`src/rtl/i2c_pkg.sv`:
```
// i2c_pkg: shared definitions for the slave-side I2C byte engines.
//   - state_t          : byte transmitter FSM encoding (also exported on the debug port)
//   - SDA_RELEASE      : open-drain level that lets the bus float high
//   - SDA_DRIVE_LOW    : open-drain level that pulls the bus low
//   - DEFAULT_HOLD_CYCLES / DEFAULT_DATA_WIDTH : parameter defaults
package i2c_pkg;

  localparam logic [2:0] ST_IDLE_ENC     = 3'd0;
  localparam logic [2:0] ST_SETUP_ENC    = 3'd1;
  localparam logic [2:0] ST_LOW_ENC      = 3'd2;
  localparam logic [2:0] ST_HIGH_ENC     = 3'd3;
  localparam logic [2:0] ST_ACK_REL_ENC  = 3'd4;
  localparam logic [2:0] ST_ACK_LOW_ENC  = 3'd5;
  localparam logic [2:0] ST_ACK_HIGH_ENC = 3'd6;

  typedef enum logic [2:0] {
    ST_IDLE     = ST_IDLE_ENC,
    ST_SETUP    = ST_SETUP_ENC,
    ST_LOW      = ST_LOW_ENC,
    ST_HIGH     = ST_HIGH_ENC,
    ST_ACK_REL  = ST_ACK_REL_ENC,
    ST_ACK_LOW  = ST_ACK_LOW_ENC,
    ST_ACK_HIGH = ST_ACK_HIGH_ENC
  } state_t;

  localparam logic SDA_RELEASE   = 1'b1;
  localparam logic SDA_DRIVE_LOW = 1'b0;

  localparam int DEFAULT_HOLD_CYCLES = 2;
  localparam int DEFAULT_DATA_WIDTH  = 8;

endpackage

```
`src/rtl/i2c_scl_edge_detect.sv`:
```
// i2c_scl_edge_detect: registers the synchronised SCL and produces
// single-cycle rise/fall pulses. Shared by the slave transmitter and receiver.
// Ports:
//   clock, reset_n : system clock, async active-low reset
//   i_scl          : synchronised SCL
//   o_scl_rise     : 1 for one cycle when SCL goes 0 -> 1
//   o_scl_fall     : 1 for one cycle when SCL goes 1 -> 0
module i2c_scl_edge_detect (
  input  logic clock,
  input  logic reset_n,
  input  logic i_scl,
  output logic o_scl_rise,
  output logic o_scl_fall
);

  logic r_scl_last;

  // Idle bus is high, so resetting to 1 avoids a phantom rising edge.
  always_ff @(posedge clock or negedge reset_n) begin
    if (!reset_n) begin
      r_scl_last <= 1'b1;
    end else begin
      r_scl_last <= i_scl;
    end
  end

  assign o_scl_rise = ~r_scl_last & i_scl;
  assign o_scl_fall = r_scl_last & ~i_scl;

endmodule

```
`src/rtl/i2c_slave_write_byte.sv`:
```
// i2c_slave_write_byte: slave-side byte transmitter for I2C read transfers.
// Shifts DATA_WIDTH bits onto SDA MSB-first (changing SDA only while SCL is
// low, HOLD_CYCLES after each SCL fall), releases SDA for the ACK bit and
// reports the master's ACK/NACK. Any SDA disagreement while SCL is high
// aborts the byte with a sticky error.
//
// Handshake: i_enable is a one-cycle start pulse, accepted only in IDLE
// with SCL low; i_data is captured on that cycle. o_finish pulses for one
// cycle after the ACK bit's SCL fall; o_ack is valid from that cycle on.
// An aborted byte returns to IDLE with o_error set and no o_finish.
//
// Ports:
//   clock, reset_n : system clock, async active-low reset
//   i_enable       : start pulse
//   i_data         : byte to send
//   i_scl, i_sda   : synchronised bus lines
//   o_sda_out      : open-drain drive (0 pulls low, 1 releases)
//   o_ack          : 1 = master ACKed, 0 = NACK
//   o_error        : bus error / collision, sticky until next accepted start
//   o_finish       : end-of-byte pulse
//   o_state        : debug view of the FSM state
module i2c_slave_write_byte
  import i2c_pkg::*;
#(
  parameter int DATA_WIDTH  = DEFAULT_DATA_WIDTH,
  parameter int HOLD_CYCLES = DEFAULT_HOLD_CYCLES
) (
  input  logic                  clock,
  input  logic                  reset_n,
  input  logic                  i_enable,
  input  logic [DATA_WIDTH-1:0] i_data,
  input  logic                  i_scl,
  input  logic                  i_sda,
  output logic                  o_sda_out,
  output logic                  o_ack,
  output logic                  o_error,
  output logic                  o_finish,
  output logic [2:0]            o_state
);

  localparam int CNT_W = $clog2(DATA_WIDTH + 1);
  localparam logic [CNT_W-1:0] LAST_BIT = CNT_W'(DATA_WIDTH);
  localparam logic [3:0]       HOLD_LOAD = 4'(HOLD_CYCLES);

  state_t                r_state;
  logic [DATA_WIDTH-1:0] r_shift;
  logic [CNT_W-1:0]      r_bit_cnt;
  logic [3:0]            r_hold_cnt;
  logic                  r_sda_out;
  logic                  r_ack;
  logic                  r_ack_sample;
  logic                  r_error;
  logic                  r_finish;

  state_t                w_state_nxt;
  logic [DATA_WIDTH-1:0] w_shift_nxt;
  logic [CNT_W-1:0]      w_bit_cnt_nxt;
  logic [CNT_W-1:0]      w_bit_cnt_inc;
  logic [3:0]            w_hold_cnt_nxt;
  logic                  w_sda_out_nxt;
  logic                  w_ack_nxt;
  logic                  w_ack_sample_nxt;
  logic                  w_error_nxt;
  logic                  w_finish_nxt;
  logic                  w_hold_done;
  logic                  w_scl_rise;
  logic                  w_scl_fall;

  i2c_scl_edge_detect u_scl_edge (
    .clock      (clock),
    .reset_n    (reset_n),
    .i_scl      (i_scl),
    .o_scl_rise (w_scl_rise),
    .o_scl_fall (w_scl_fall)
  );

  assign w_bit_cnt_inc = r_bit_cnt + 1'b1;
  // The load cycle itself counts as one hold cycle, so the last decrement
  // happens when the counter still reads 1.
  assign w_hold_done   = (r_hold_cnt <= 4'd1);

  always_comb begin
    w_state_nxt      = r_state;
    w_shift_nxt      = r_shift;
    w_bit_cnt_nxt    = r_bit_cnt;
    w_hold_cnt_nxt   = r_hold_cnt;
    w_sda_out_nxt    = r_sda_out;
    w_ack_nxt        = r_ack;
    w_ack_sample_nxt = r_ack_sample;
    w_error_nxt      = r_error;
    w_finish_nxt     = 1'b0;

    unique case (r_state)
      ST_IDLE: begin
        if (i_enable && !i_scl) begin
          w_shift_nxt    = i_data;
          w_bit_cnt_nxt  = '0;
          w_error_nxt    = 1'b0;
          w_hold_cnt_nxt = HOLD_LOAD;
          w_state_nxt    = ST_SETUP;
        end
      end

      ST_SETUP: begin
        w_hold_cnt_nxt = r_hold_cnt - 4'd1;
        if (w_hold_done) begin
          w_hold_cnt_nxt = '0;
          w_sda_out_nxt  = r_shift[DATA_WIDTH-1];
          w_state_nxt    = ST_LOW;
        end
      end

      ST_LOW: begin
        if (w_scl_rise) begin
          w_state_nxt = ST_HIGH;
        end
      end

      ST_HIGH: begin
        // Collision or START/STOP beats the falling-edge advance.
        if (i_sda != r_sda_out) begin
          w_error_nxt   = 1'b1;
          w_sda_out_nxt = SDA_RELEASE;
          w_state_nxt   = ST_IDLE;
        end else if (w_scl_fall) begin
          w_bit_cnt_nxt  = w_bit_cnt_inc;
          w_shift_nxt    = {r_shift[DATA_WIDTH-2:0], 1'b0};
          w_hold_cnt_nxt = HOLD_LOAD;
          w_state_nxt    = (w_bit_cnt_inc == LAST_BIT) ? ST_ACK_REL : ST_SETUP;
        end
      end

      ST_ACK_REL: begin
        w_hold_cnt_nxt = r_hold_cnt - 4'd1;
        if (w_hold_done) begin
          w_hold_cnt_nxt = '0;
          w_sda_out_nxt  = SDA_RELEASE;
          w_state_nxt    = ST_ACK_LOW;
        end
      end

      ST_ACK_LOW: begin
        if (w_scl_rise) begin
          w_ack_sample_nxt = i_sda;
          w_state_nxt      = ST_ACK_HIGH;
        end
      end

      ST_ACK_HIGH: begin
        if (i_sda != r_ack_sample) begin
          w_error_nxt = 1'b1;
          w_state_nxt = ST_IDLE;
        end else if (w_scl_fall) begin
          w_ack_nxt    = ~r_ack_sample;
          w_finish_nxt = 1'b1;
          w_state_nxt  = ST_IDLE;
        end
      end

      default: begin
        w_sda_out_nxt = SDA_RELEASE;
        w_state_nxt   = ST_IDLE;
      end
    endcase
  end

  always_ff @(posedge clock or negedge reset_n) begin
    if (!reset_n) begin
      r_state      <= ST_IDLE;
      r_shift      <= '0;
      r_bit_cnt    <= '0;
      r_hold_cnt   <= '0;
      r_sda_out    <= SDA_RELEASE;
      r_ack        <= 1'b0;
      r_ack_sample <= 1'b0;
      r_error      <= 1'b0;
      r_finish     <= 1'b0;
    end else begin
      r_state      <= w_state_nxt;
      r_shift      <= w_shift_nxt;
      r_bit_cnt    <= w_bit_cnt_nxt;
      r_hold_cnt   <= w_hold_cnt_nxt;
      r_sda_out    <= w_sda_out_nxt;
      r_ack        <= w_ack_nxt;
      r_ack_sample <= w_ack_sample_nxt;
      r_error      <= w_error_nxt;
      r_finish     <= w_finish_nxt;
    end
  end

  assign o_sda_out = r_sda_out;
  assign o_ack     = r_ack;
  assign o_error   = r_error;
  assign o_finish  = r_finish;
  assign o_state   = r_state;

endmodule

```
`config.mk`:
```
export PLATFORM = sky130hd
export DESIGN_NAME = i2c_slave_write_byte
export DESIGN_NICKNAME = d
export VERILOG_FILES = /design/src/rtl/i2c_pkg.sv /design/src/rtl/i2c_scl_edge_detect.sv /design/src/rtl/i2c_slave_write_byte.sv
export SDC_FILE = /design/constraint.sdc
export NUM_CORES = 1
export LEC_CHECK = 0
export CORE_ASPECT_RATIO = 1.5
export CORE_UTILIZATION = 30
export DETAILED_ROUTE_END_ITERATION = 6
export GPL_ROUTABILITY_DRIVEN = 0
export MAX_ROUTING_LAYER = met4
export SLEW_MARGIN = 20
export SYNTH_ARGS = -nofsm -noshare
export SYNTH_HDL_FRONTEND = slang
export SYNTH_HIERARCHICAL = 1
export SYNTH_SLANG_ARGS = --single-unit
```
`constraint.sdc`:
```
create_clock -name clock -period 2.6 [get_ports clock]
set_input_delay 0.26 -clock clock [delete_from_list [all_inputs] [get_ports clock]]
set_output_delay 0.26 -clock clock [all_outputs]
set_load 0.02 [all_outputs]
```
-- Word-level counts from Yosys, hierarchy flattened
Cells that the tools add are included.
Widths: inputs -> output; s select.
- register bits after elaboration: 25
- latch bits: 0
- RAM bits: 0
- ROM bits: 0
- bits of input ports: 13
- output and inout port bits: 7
- logic and storage cells: 89
- memories: 0
- add/sub/neg operators: 2
- multiply operators: 0
- div/mod/pow operators: 0
- $lt $le $gt $ge: 1
- eq/ne operators: 20
- shift operators: 0
- muxes and demuxes: 34
- bitwise operators: 7
- reductions and logical operators: 15
- operators by type and width (kind ; count):
    $mux 3 ; 10
    $mux 4 ; 7
    $mux 8 ; 3
    $pmux 3 s7 ; 1
    $pmux 8 s2 ; 1
    $reduce_and 4->1 ; 4
    $ne 2x2->1 const B ; 6
    $pmux 4 s3 ; 1
    $eq 3x3->1 const B ; 3
    $mux 1 ; 8
    $pmux 4 s2 ; 1
    $reduce_and 7->1 ; 1
    $eq 3x2->1 const B ; 2
    $ne 2x1->1 const B ; 3
    $ne 3x2->1 const B ; 2
    $reduce_bool 3->1 ; 2
    $not 1->1 ; 5
    $add 4x1->4 const B ; 1
    $eq 4x4->1 const B ; 1
    $le 4x1->1 const B ; 1
    $pmux 1 s4 ; 1
    $reduce_or 4->1 ; 1
    $sub 4x1->4 const B ; 1
    $eq 3x1->1 const B ; 1
    10 further kinds ; 12

-- Logic depth before layout (Yosys ltp)
- depth after elaboration: 6
- depth in mapped cells: 6
- mapped depth without buffers: 6

-- By module
The synthesis kept the hierarchy.
- modules (own cells, without submodules) (module ; times used ; cells an instance ; area each (µm²) ; seq. area each (µm²)):
    i2c_slave_write_byte ; 1 ; 144 ; 1401.3 ; 601.8
    i2c_scl_edge_detect ; 1 ; 3 ; 41.3 ; 26.3

-- Worst setup path after synthesis
OpenSTA, ideal clock, no wires.
- path kind: register to register
- from: register r_state[1] (netlist: o_state[1])
- to: register r_state[0] (netlist: o_state[0])
- library setup time: 125 ps
- arrival: 1770 ps
- data required time: 2475 ps
- path slack: 705 ps
- stages on the path, launching flop included: 6
- buffers on the path: 1
- clock period less this slack: 1895 ps
- cells stage by stage: dfrtp_1 -> buf_4 -> or4b_2 -> o311ai_0 -> or4_4 -> mux2_4
- word-level cells in the longest chain between the ends: 3
- elaborated cells on any way between the ends: 16
- those cells by class: eq/ne: 13; mux: 1; reduce/logical: 2
- ends and longest elaborated chain (item ; line ; text):
    start: declaration ; i2c_slave_write_byte.sv:45 ; state_t r_state;
    start signal: assignment ; i2c_slave_write_byte.sv:179 ; r_state <= w_state_nxt;
    $eq 3x3->1 (tied with other cells) ; i2c_slave_write_byte.sv:93 ; unique case (r_state)
    $ne 3x2->1 (no source line) (tied with other cells) ; -- ;
    $reduce_and 7->1 (no source line) ; -- ;
Several ways; a longest one is shown, not always the timed one.
A chain may end at the register's enable or synchronous reset.

-- Worst setup path after layout
- from: register r_state[0] (netlist: o_state[0])
- to: register r_state[0] (netlist: o_state[0])
The elaborated chain is that of the path after synthesis.

==> results.sh <==
export IMPL_startpoint="o_state[0]"
export IMPL_cts_setup_buffers=0
export IMPL_synth_cell_types=50
export IMPL_ant_nets=0
export IMPL_rr_startpoint="o_state[0]"
export IMPL_start_util=0.315
export IMPL_dieHeight_um=86.9
export IMPL_p_seq_frac=0.406
export IMPL_fin_cells=228
export IMPL_dp_hpwl_mm=2.20
export IMPL_io_buffers=19
export IMPL_syn_area_um2=1440
export IMPL_power_switching_share=0.395
export IMPL_tightest_slew_ps=581
export IMPL_insertion_delay_ps=270
export IMPL_wire_per_inst_um=13.1
export IMPL_power_frac_clock=0.139
export IMPL_power_density_nw_per_um2=996
export IMPL_p_switching_mw=0.674
export IMPL_post_route_period_util=0.800
export IMPL_period_minus_slack_ps=2080
export IMPL_grt_usage=0.129
export IMPL_crit_path_max_fanout=21
export IMPL_cap_violations=0
export IMPL_final_layout_size_suffix_gt1_frac=0.104
export IMPL_crit_type="flip-flop to flip-flop"
export IMPL_drt_wl_total_mm=2.99
export IMPL_critPathArrivalTime_ps=2240
export IMPL_diodes=0
export IMPL_fp_dieW_um=58.6
export IMPL_power_leakage_nw=0.761
export IMPL_postCtsHoldBufs=0
export IMPL_cts_resized=0
export IMPL_clock_sinks=25
export IMPL_layout_commonest_cell="dfrtp_1"
export IMPL_cts_inserted_buffers=3
export IMPL_synthArstFlopShare=1.00
export IMPL_synth_seq_area_share=0.435
export IMPL_comb_power_share=0.455
export IMPL_finalMaxSlewViolations=0
export IMPL_row_count=30
export IMPL_drt_iter0_drc=47
export IMPL_rsz0062_at_grt="false"
export IMPL_coreArea_um2=4580
export IMPL_grt_pass1_vias=1158
export IMPL_timing_fmax_mhz=481
export IMPL_final_cell_mix="dfrtp_1 (23), clkdlybuf4s50_1 (19), nor2_1 (17)"
export IMPL_dieArea_um2=5100
export IMPL_cts_clk_slew_worst_paths_ps=90
export IMPL_hold_slack_ps=344
export IMPL_dp_cells=224
export IMPL_relSlewSlack=0.612
export IMPL_avgSynthCellArea_um2=9.81
export IMPL_grt_overflow=0
export IMPL_ctsLongestPathBuffers=2
export IMPL_antenna_found_initial=0
export IMPL_ys_ff_latch=25
export IMPL_hold_viol=0
export IMPL_startpoint_type="flip-flop"
export IMPL_synth_edf_count=0
export IMPL_htreeDepth=1
export IMPL_drtPass1Iterations=4
export IMPL_vias=1163
export IMPL_io_pins=20
export IMPL_yosysWarnings=6
export IMPL_regToRegEndpoint="o_state[0]"
export IMPL_fin_nets=181
export IMPL_syn_inst=147
export IMPL_grt_pass1_wl_mm=5.00
export IMPL_fill_cells=480
export IMPL_synth_nets=163
export IMPL_grt_max_degree=26
export IMPL_hp_class="input port to async pin"
export IMPL_root_buffer="clkbuf_8"
export IMPL_p_int_mw=1.03
export IMPL_required_ps=2760
export IMPL_status="finished clean"
export IMPL_rr_worst_depth=4
export IMPL_synthFlopType="dfrtp_1"
export IMPL_tns_ps=0
export IMPL_endpoint_kind="flip-flop"
export IMPL_area_growth_pct=18.9
export IMPL_rrSetupSlack_ps=520
export IMPL_peakVddDrop_uv=428
export IMPL_routed_via_density=5.10
export IMPL_setup_viol=0
export IMPL_cts_tree="built"
export IMPL_drc=0
export IMPL_fin_skew_ps=4.21
flip-flops by register name (all words and copies together), names as in the netlist:
register               cells
r_ack_sample               1
r_shift                    8
r_hold_cnt                 4
r_bit_cnt                  4
o_error                    1
o_ack                      1
u_scl_edge/r_scl_last      1
o_state                    3
o_sda_out                  1
o_finish                   1
cell families (layout without fill, tap and decap cells):
kind of cell               count (synthesis)  count (layout)  share of synthesized area
DFF                                       25              25                      0.435
muxes                                     13              13                     0.0963
and+or+nand+nor                           54              54                      0.205
adders and majority gates                  3               3                     0.0260
xor gates and xnor gates                   5               5                     0.0304
buffers and inverters                     17              34                     0.0659
AOI/OAI and AO/OA                         30              30                      0.141
critical path: stages, from the launching register on:
cell and delay, ps:
dfrtp_1 600, or4b_2 750, o311ai_0 120, or4_4 210
mux2_4 290
cell type report:
type	count	area [µm²]	share of cell area
multi-input cells	105	719	0.419
flip-flops and latches	25	628	0.366
clock buffers	3	41.3	0.0241
clock inverters	1	7.51	0.00438
well taps	64	80.1	0.0467
inverters	9	33.8	0.0197
repair buffers	21	205	0.120
layer usage:
layer,vias up,global-route usage,part of all wire,wire (µm)
met1,563,0.137,0.40,1200
met5,-,-,0,0
met3,6,0.0208,0.033,98
met2,30,0.230,0.54,1630
li1,564,-,-,-
met4,0,0.0563,0.020,59
synthesized netlist by cell type, types with 2 or more instances:
library cell | number | area share
o22ai_1 | 2 | 0.0087
buf_6 | 2 | 0.016
xor2_1 | 4 | 0.024
a21oi_1 | 10 | 0.035
mux2i_1 | 9 | 0.062
a22o_1 | 2 | 0.012
nor3b_1 | 2 | 0.010
nand3_1 | 2 | 0.0069
dfstp_2 | 2 | 0.036
inv_1 | 9 | 0.023
clkbuf_1 | 2 | 0.0052
ha_1 | 3 | 0.026
nor3_1 | 6 | 0.021
mux2_2 | 3 | 0.023
nand4_1 | 3 | 0.013
dfrtp_1 | 23 | 0.40
nand2_1 | 8 | 0.021
o21ai_0 | 5 | 0.017
and2b_1 | 2 | 0.010
buf_2 | 2 | 0.0069
nor2_1 | 17 | 0.044
power groups by stage:
stage	combinational [mW]	sequential (mW)	clock [mW]
after floorplan	0.662	0.658	0
after global placement	0.752	0.690	0
after detailed placement	0.781	0.699	0
after CTS	0.786	0.691	0.245
after global routing	0.873	0.719	0.261
final	0.778	0.693	0.238
metrics by stage:
stage / total power, mW / cell area (µm²) / worst slack [ps] / util
CTS: 1.72 / 1720 / 530 / 0.375
detailed placement: 1.48 / 1670 / 363 / 0.364
global route: 1.85 / 1720 / 421 / 0.375
finish: 1.71 / 1720 / 521 / 0.375
floorplan: 1.32 / 1440 / 705 / -
global placement: 1.44 / 1670 / 376 / 0.364
worst max path at each step:
stage / to / slack [ps] / cells past startpoint
floorplan: o_state[0] / 700 / 5
global placement: o_state[0] / 380 / 6
detailed placement: o_state[0] / 360 / 6
CTS: o_state[0] / 530 / 4
global route: o_state[0] / 420 / 4
finish: o_state[0] / 520 / 4
Power figures use the tool's default switching activity.
